`src/rtl/mem_bank_arbiter.sv`:
```
// Two-master round-robin arbiter with bounded burst hold for the three-bank data memory.
// Issues one access per cycle: registered bank strobes at N+1, response beat at N+2.
module mem_bank_arbiter #(
  parameter int AW        = 32,
  parameter int DW        = 32,
  parameter int BANK_LSB  = 12,
  parameter int MAX_BURST = 4
) (
  input  logic          clk,
  input  logic          reset,
  input  logic          m0_valid,
  input  logic          m0_write,
  input  logic [AW-1:0] m0_addr,
  input  logic [DW-1:0] m0_wdata,
  output logic          m0_ready,
  output logic          m0_rvalid,
  output logic          m0_err,
  input  logic          m1_valid,
  input  logic          m1_write,
  input  logic [AW-1:0] m1_addr,
  input  logic [DW-1:0] m1_wdata,
  output logic          m1_ready,
  output logic          m1_rvalid,
  output logic          m1_err,
  output logic [DW-1:0] rdata,
  output logic [1:0]    MemorySelector,
  output logic          MemWrite,
  output logic [AW-1:0] mem_addr,
  output logic [DW-1:0] mem_wdata,
  input  logic [DW-1:0] mem_rdata
);

  localparam int CW = $clog2(MAX_BURST + 1);

  typedef enum logic [1:0] {NONE, OWN0, OWN1} owner_t;

  owner_t        ownerQ, ownerD;
  logic [CW-1:0] cntQ, cntD;
  logic          lastM1Q, lastM1D;
  logic          gnt0, gnt1;

  function automatic logic [CW-1:0] satInc(input logic [CW-1:0] c);
    if (c >= CW'(MAX_BURST)) return CW'(MAX_BURST);
    return c + 1'b1;
  endfunction

  // Bank 00 is read-only; bank 11 is unmapped.
  function automatic logic bankErr(input logic [1:0] fld, input logic wr);
    return (fld == 2'b11) || ((fld == 2'b00) && wr);
  endfunction

  always_ff @(posedge clk or posedge reset) begin
    if (reset) begin
      ownerQ  <= NONE;
      cntQ    <= '0;
      lastM1Q <= 1'b1;
    end else begin
      ownerQ  <= ownerD;
      cntQ    <= cntD;
      lastM1Q <= lastM1D;
    end
  end

  always_comb begin
    gnt0    = 1'b0;
    gnt1    = 1'b0;
    ownerD  = ownerQ;
    cntD    = cntQ;
    lastM1D = lastM1Q;
    case (ownerQ)
      OWN0: begin
        if (m0_valid && ((cntQ < CW'(MAX_BURST)) || !m1_valid)) gnt0 = 1'b1;
        else if (m1_valid) gnt1 = 1'b1;
      end
      OWN1: begin
        if (m1_valid && ((cntQ < CW'(MAX_BURST)) || !m0_valid)) gnt1 = 1'b1;
        else if (m0_valid) gnt0 = 1'b1;
      end
      default: begin
        if (m0_valid && m1_valid) begin
          gnt0 = lastM1Q;
          gnt1 = !lastM1Q;
        end else begin
          gnt0 = m0_valid;
          gnt1 = m1_valid;
        end
      end
    endcase

    if (gnt0) begin
      lastM1D = 1'b0;
      if (ownerQ == OWN0) cntD = satInc(cntQ);
      else begin
        ownerD = OWN0;
        cntD   = CW'(1);
      end
    end else if (gnt1) begin
      lastM1D = 1'b1;
      if (ownerQ == OWN1) cntD = satInc(cntQ);
      else begin
        ownerD = OWN1;
        cntD   = CW'(1);
      end
    end else if ((ownerQ == OWN0 && !m0_valid) || (ownerQ == OWN1 && !m1_valid)) begin
      ownerD = NONE;
      cntD   = '0;
    end
  end

  assign m0_ready = gnt0;
  assign m1_ready = gnt1;

  // Stage p0: accepted request selection and decode
  logic          accept_p0, write_p0, err_p0;
  logic [AW-1:0] addr_p0;
  logic [DW-1:0] wdata_p0;
  logic [1:0]    fld_p0;

  assign accept_p0 = gnt0 | gnt1;
  assign write_p0  = gnt1 ? m1_write : m0_write;
  assign addr_p0   = gnt1 ? m1_addr  : m0_addr;
  assign wdata_p0  = gnt1 ? m1_wdata : m0_wdata;
  assign fld_p0    = addr_p0[BANK_LSB+1:BANK_LSB];
  assign err_p0    = bankErr(fld_p0, write_p0);

  // Stage p1: issued access on the bank interface
  logic vld_p1, src_p1, err_p1, write_p1;

  always_ff @(posedge clk or posedge reset) begin
    if (reset) begin
      vld_p1         <= 1'b0;
      src_p1         <= 1'b0;
      err_p1         <= 1'b0;
      write_p1       <= 1'b0;
      MemWrite       <= 1'b0;
      MemorySelector <= '0;
      mem_addr       <= '0;
      mem_wdata      <= '0;
    end else begin
      vld_p1   <= accept_p0;
      MemWrite <= accept_p0 & write_p0 & !err_p0;
      if (accept_p0) begin
        src_p1         <= gnt1;
        err_p1         <= err_p0;
        write_p1       <= write_p0;
        MemorySelector <= fld_p0;
        mem_addr       <= addr_p0;
        mem_wdata      <= wdata_p0;
      end
    end
  end

  // Stage p2: response beat; bank read data arrives this cycle
  logic rdOk_p2;

  always_ff @(posedge clk or posedge reset) begin
    if (reset) begin
      m0_rvalid <= 1'b0;
      m1_rvalid <= 1'b0;
      m0_err    <= 1'b0;
      m1_err    <= 1'b0;
      rdOk_p2   <= 1'b0;
    end else begin
      m0_rvalid <= vld_p1 & !src_p1;
      m1_rvalid <= vld_p1 & src_p1;
      m0_err    <= vld_p1 & !src_p1 & err_p1;
      m1_err    <= vld_p1 & src_p1 & err_p1;
      rdOk_p2   <= vld_p1 & !write_p1 & !err_p1;
    end
  end

  assign rdata = rdOk_p2 ? mem_rdata : '0;

endmodule

```
`config.mk`:
```
export PLATFORM = sky130hd
export DESIGN_NAME = mem_bank_arbiter
export DESIGN_NICKNAME = d
export VERILOG_FILES = /design/src/rtl/mem_bank_arbiter.sv
export SDC_FILE = /design/constraint.sdc
export NUM_CORES = 1
export LEC_CHECK = 0
export ABC_AREA = 1
export BUFFER_PORTS_ARGS = -buffer_cell sky130_fd_sc_hd__buf_4
export CAP_MARGIN = 0
export CORE_ASPECT_RATIO = 2
export CORE_UTILIZATION = 39
export DETAILED_ROUTE_END_ITERATION = 10
export PLACE_DENSITY = 0.78
export SLEW_MARGIN = 20
export SYNTH_ARGS = -nofsm -noshare
export SYNTH_HDL_FRONTEND = slang
export SYNTH_SLANG_ARGS = --single-unit
export TNS_END_PERCENT = 5
```
`constraint.sdc`:
```
create_clock -name clk -period 2.5 [get_ports clk]
set_input_delay 0.5 -clock clk [delete_from_list [all_inputs] [get_ports clk]]
set_output_delay 0.5 -clock clk [all_outputs]
set_load 0.005 [all_outputs]
```
---- Word-level counts from Yosys, hierarchy flattened ----
Index checks and enable logic that the tools add are counted.
cells by class
  add/subtract/negate cells ............... 1
  order comparisons ....................... 2
  equal/unequal tests ..................... 5
  muxes and demuxes ....................... 35
  bitwise gates (word level) .............. 9
  reductions and logical operators ........ 21
operators by type and width
  operator                                                                count
  32-bit two-way mux                                                      3
  3-bit two-way mux                                                       8
  1-bit two-way mux                                                       17
  2-bit two-way mux                                                       5
  1-bit AND                                                               8
  1-bit logical NOT                                                       7
  1-bit logical AND                                                       6
  2-bit equality test (second input constant)                             2
  1-bit logical OR                                                        4
  1-bit one-hot mux with 2 select lines                                   2
  3-bit by 1-bit adder with 3-bit output (second input constant)          1
  3-bit >= comparator (second input constant)                             1
  3-bit less-than comparator (second input constant)                      1
  3-bit != test (second input constant)                                   1
  3-bit AND reduction                                                     1
  3-bit nonzero test                                                      1
  2-bit by 1-bit equality test with 1-bit output (second input constant)  1
  2-bit logical NOT                                                       1
  2-bit != test (second input constant)                                   1
  2-bit nonzero test                                                      1
  1-bit bitwise OR                                                        1
storage, ports and cells
  flip-flop bits (word level) ............. 82
  word-level logic and storage cells ...... 89

---- Longest topological paths before layout ----
  word-level depth ........................ 11
  gate-level depth with buffers ........... 15
  gate-level depth less buffers ........... 14

---- Least setup slack after synthesis ----
Ideal clock, no wire load.
  path type ............................... reg-to-output
  start point ............................. register ownerQ[0]
  end point ............................... output port m1_ready
  arrival ................................. 1271 ps
  required time ........................... 2000 ps
  setup slack ............................. 729 ps
  stages on the path, launching flop included .. 9
  cell sequence ........................... dfrtp_1 -> inv_1 -> ha_1 -> nand2_1 -> inv_1 -> nand2_2 -> nand2_4 -> inv_2 -> buf_2
between the ends
  cells in the longest elaborated chain, start to end .. 2
  elaborated cells on any way between the ends .. 3
ends and longest elaborated chain
  element                                                                                       RTL line  text
  start, declared                                                                               37        owner_t ownerQ, ownerD;
  start signal, assigned                                                                        58        ownerQ <= ownerD;
  2-bit equality test / 2-bit by 1-bit equality test with 1-bit output (equally long branches)  70        case (ownerQ)
  1-bit one-hot mux with 2 select lines (*)                                                     70
  end, declared                                                                                 22        output logic m1_ready,
Mark *: on every way between the ends. The rest lies on a longest branch, timed or not.

---- Final worst setup path ----
  start point ............................. register ownerQ[1]
  end point ............................... output port m1_ready
Same word-level chain as after synthesis.

==> impl.org <==
** Synthesis
- Total of flip-flops plus latches after synthesis :: 80
- A synthesized cell averages 7.833 µm².
- Synthesized instance count :: 530
- Summing every instance area after synthesis gives 4151 µm².
- For this run, the register share of the synthesized area comes to 48.25%.
- Syn Nets :: 700
- In this run, distinct cell masters in the synthesized netlist total 23.
- Ys Warns :: 0

** Final layout
- Compared with the post-synthesis result, the final layout area differs by 58.59%.
- The library cell used most frequently in the layout, excluding fill and tap cells, is buf_4.
- Share of the core filled with cells :: 63.24%
- Fraction of layout cells with a size suffix above 1 :: 43.58%
- The filler cells instantiated in the layout total 907.
- Net count reported at finish :: 959
- Antenna cells :: 0
- The top cell types in the final layout, fill and taps aside, are 278 x buf_4, 112 x nand2_1, 79 x dfrtp_1, 70 x nor2_1, 67 x a21oi_1.

** STA
- Setup violations remaining at the end of the flow were counted as 0.
- Count of pins over their slew limit :: 0
- Clk_skew :: 0.007833 ns
- The smallest clock period supported by the final layout is computed as 2.335 ns.
- Final period utilization :: 93.38%
- Derived from the worst setup path, the maximum achievable clock frequency is 428.4 MHz.
- The total count of hold-check failures in the final report is 0.
- For the pin with the worst max-slew slack, the measured transition is 0.5000 ns.
- Measured against its own limit, the worst slew margin works out to 66.67%.

** Pwr
- Summing internal, switching and leakage power gives 0.009426 W.
- Power density cells :: 1432 nW/µm²
- Largest vdd supply drop :: 0.001095 V
- The analysis attributes to cell leakage a power of 3.583 nW.

** Setup path
- Data on the critical path is required at its endpoint by 2.00 ns.
- Endpoint class of the critical path :: output pin
- Category of the critical setup timing path :: reg2out
- Cell chain of the critical path :: inv_1 -> ha_1 -> nand2_1 -> inv_1 -> nand2_1 -> nand3_2 -> nand2_8 -> inv_2 -> buf_4
- Of all nets on the critical path, the largest fanout is 31.
- Worst stage delay on the critical path :: 0.37 ns
- Startpoint type of the worst setup path :: flop
- At the worst endpoint, the arrival time is 1.83 ns.
- R2r setup slk :: 0.45 ns
- Master of the slowest instance on the critical path :: dfrtp_1

** GRT
- Largest net degree at the start of global routing :: 81
- The via count of the first global-routing pass was 4489.
- Global routing consumed, on the met2 layer, 48.42% of the routing resources.
- GRT Residual Overflow :: 0
- GRT Total Usage :: 27.03%
- The global routing stage identified its most utilized layer as met2.
- The number of antenna violations at the first check in global routing is 0.
- The first global-routing pass estimated 21910 µm of wire.
- Global routing used 26.34% of the available met1 tracks.
- Global routing met3 resource utilization :: 4.294%

** Clock tree
- Maximum clock path buffer count :: 2
- After clock tree synthesis, the repair step resized 0 gates.
- In this run, CTS created clock tree buffers numbering 9.
- TritonCTS clock tree :: yes
- In this run, post-CTS hold repair placed 0 buffers.
- The clock tree synthesis step divided the H-tree into 3 levels.
- Clock-pin slew was measured on the worst setup and hold paths at 0.06 ns.
- Buffers added to address setup during post-CTS repair amount to 0.
- For the worst-skew pair, the clock arrives at the later sink with an insertion delay of 0.34 ns.
- Clock root buffer :: clkbuf_16
- Clock tree sinks :: 80

** Die
- The floorplan step set the die width to 74.96 µm.
- I/O Pins :: 271
- In this run the standard cell core region covers 10410 µm².
- Once the floorplan was initialized, standard cells occupied 39.88% of the core.
- Die area :: 11090 µm²
- In this run the vertical extent of the chip is 147.9 µm.
- The initialized floorplan defines 53 standard-cell rows.

** Placed design
- Weighted congestion at the end of routability-driven global placement :: 0.8842
- The count of buffers added on input and output ports is 270.
- Detailed placement finished with a half-perimeter wire length of 11730 µm.

** Job
- The tool flagged a number of max-cap violations equal to 0.

** Status
- The run finished with clean final reports.

** Min path
- Path class of the lowest-slack min-delay path :: in2async

** Detailed routing
- WL per Instance :: 16.20 µm
- In this run the remaining antenna-violating nets after routing total 0.
- The routed design has 15090 µm of wire.
- The first detailed-routing pass took 5 iterations.
- Using the TritonRoute via totals, the vias-per-cell ratio works out to 4.908.
- In the routed design, unresolved DRC markers number 0.
- Total number of vias :: 4569
- Violation count after the first detailed-routing iteration :: 251
-- worst max-delay path, delay by kind of cell (launching register included) --
kind,cells,cell delay [ns]
buffers and inverters,4,0.31
and+or+nand+nor,4,0.59
DFF,1,0.37
adders and majority gates,1,0.24
-- cells in the mapped netlist --
cell type / n / area, µm²
nor2_1: 70 / 262.8
nand4_1: 2 / 12.51
o21ai_1: 40 / 200.2
buf_2: 16 / 80.08
nand2_4: 2 / 22.52
o21ai_0: 4 / 20.02
nor3_1: 2 / 10.01
buf_6: 6 / 67.56
o22ai_1: 1 / 6.260
nand2_2: 22 / 137.6
nand3_1: 9 / 45.04
nand3_2: 1 / 10.01
o21a_1: 2 / 15.01
o21ai_2: 20 / 175.2
ha_1: 4 / 50.05
inv_1: 57 / 214.0
clkbuf_1: 6 / 22.52
dfstp_2: 1 / 26.28
dfrtp_1: 79 / 1977
inv_2: 3 / 11.26
nand2_1: 112 / 420.4
buf_4: 4 / 30.03
a21oi_1: 67 / 335.3
-- cell type report --
type                       count  area, µm²  share of cell area (%)
clock buffer                  10      239.0                   3.630
clock inverter                 6      82.58                   1.254
inverter                      60      229.0                   3.478
multi-input combinational    358       1732                   26.30
sequential                    80       2003                   30.43
tap                          137      171.4                   2.604
timing repair buffer         280       2127                   32.31
-- power by group --
part	leakage (nW)	internal [W]	switching, W	total [W]
Combinational	2.49	0.00238	0.00321	0.00559
Sequential	0.933	0.00203	0.000400	0.00243
Clock	0.158	0.000896	0.000510	0.00141
-- cells by family after synthesis --
kind of cell / share of synthesized area [%]
flops: 48.25
buf+inv: 10.25
compound gates: 18.11
simple gates: 22.18
fa+ha+maj: 1.206
-- routing by layer --
| metal | share of wire (%) | wire length [µm] | vias to the layer above |
|---|---|---|---|
| li1 | - | - | 2185 |
| met1 | 33 | 5008 | 2101 |
| met2 | 53 | 8002 | 226 |
| met3 | 6.4 | 959 | 57 |
| met4 | 7.4 | 1115 | 0 |
| met5 | 0 | 0 | - |
-- final timing paths --
path / start / end / cells past startpoint
worst min-delay path: reset / mem_wdata[15] / 3
worst min register to register: write_p1 / rdOk_p2 / 1
max in group asynchronous: reset / lastM1Q / 3
min in group clk: m1_wdata[22] / mem_wdata[22] / 3
worst max-delay path: ownerQ[1] / m1_ready / 9
worst max register to register: ownerQ[1] / mem_wdata[7] / 11
-- sequential cells by signal, indices dropped and copies added (netlist names), 2 cells and up --
register	count
cntQ	3
ownerQ	2
mem_wdata	32
mem_addr	31
-- through the flow --
stage | hold slack (ns) | cell area, µm² | setup TNS (ns) | setup WS (ns) | instances
2_1_floorplan | 0.4108 | 4155 | 0 | 0.7291 | 530
3_3_place_gp | 0.4218 | 6254 | 0 | 0.4874 | 915
3_5_place_dp | 0.4333 | 6254 | 0 | 0.3918 | 915
4_1_cts | 0.3061 | 6575 | 0 | 0.1094 | 931
5_1_grt | 0.3411 | 6584 | -0.002415 | -0.002415 | 931
6_report | 0.2825 | 6584 | 0 | 0.1655 | 931
(Power assumes the default switching activity.)
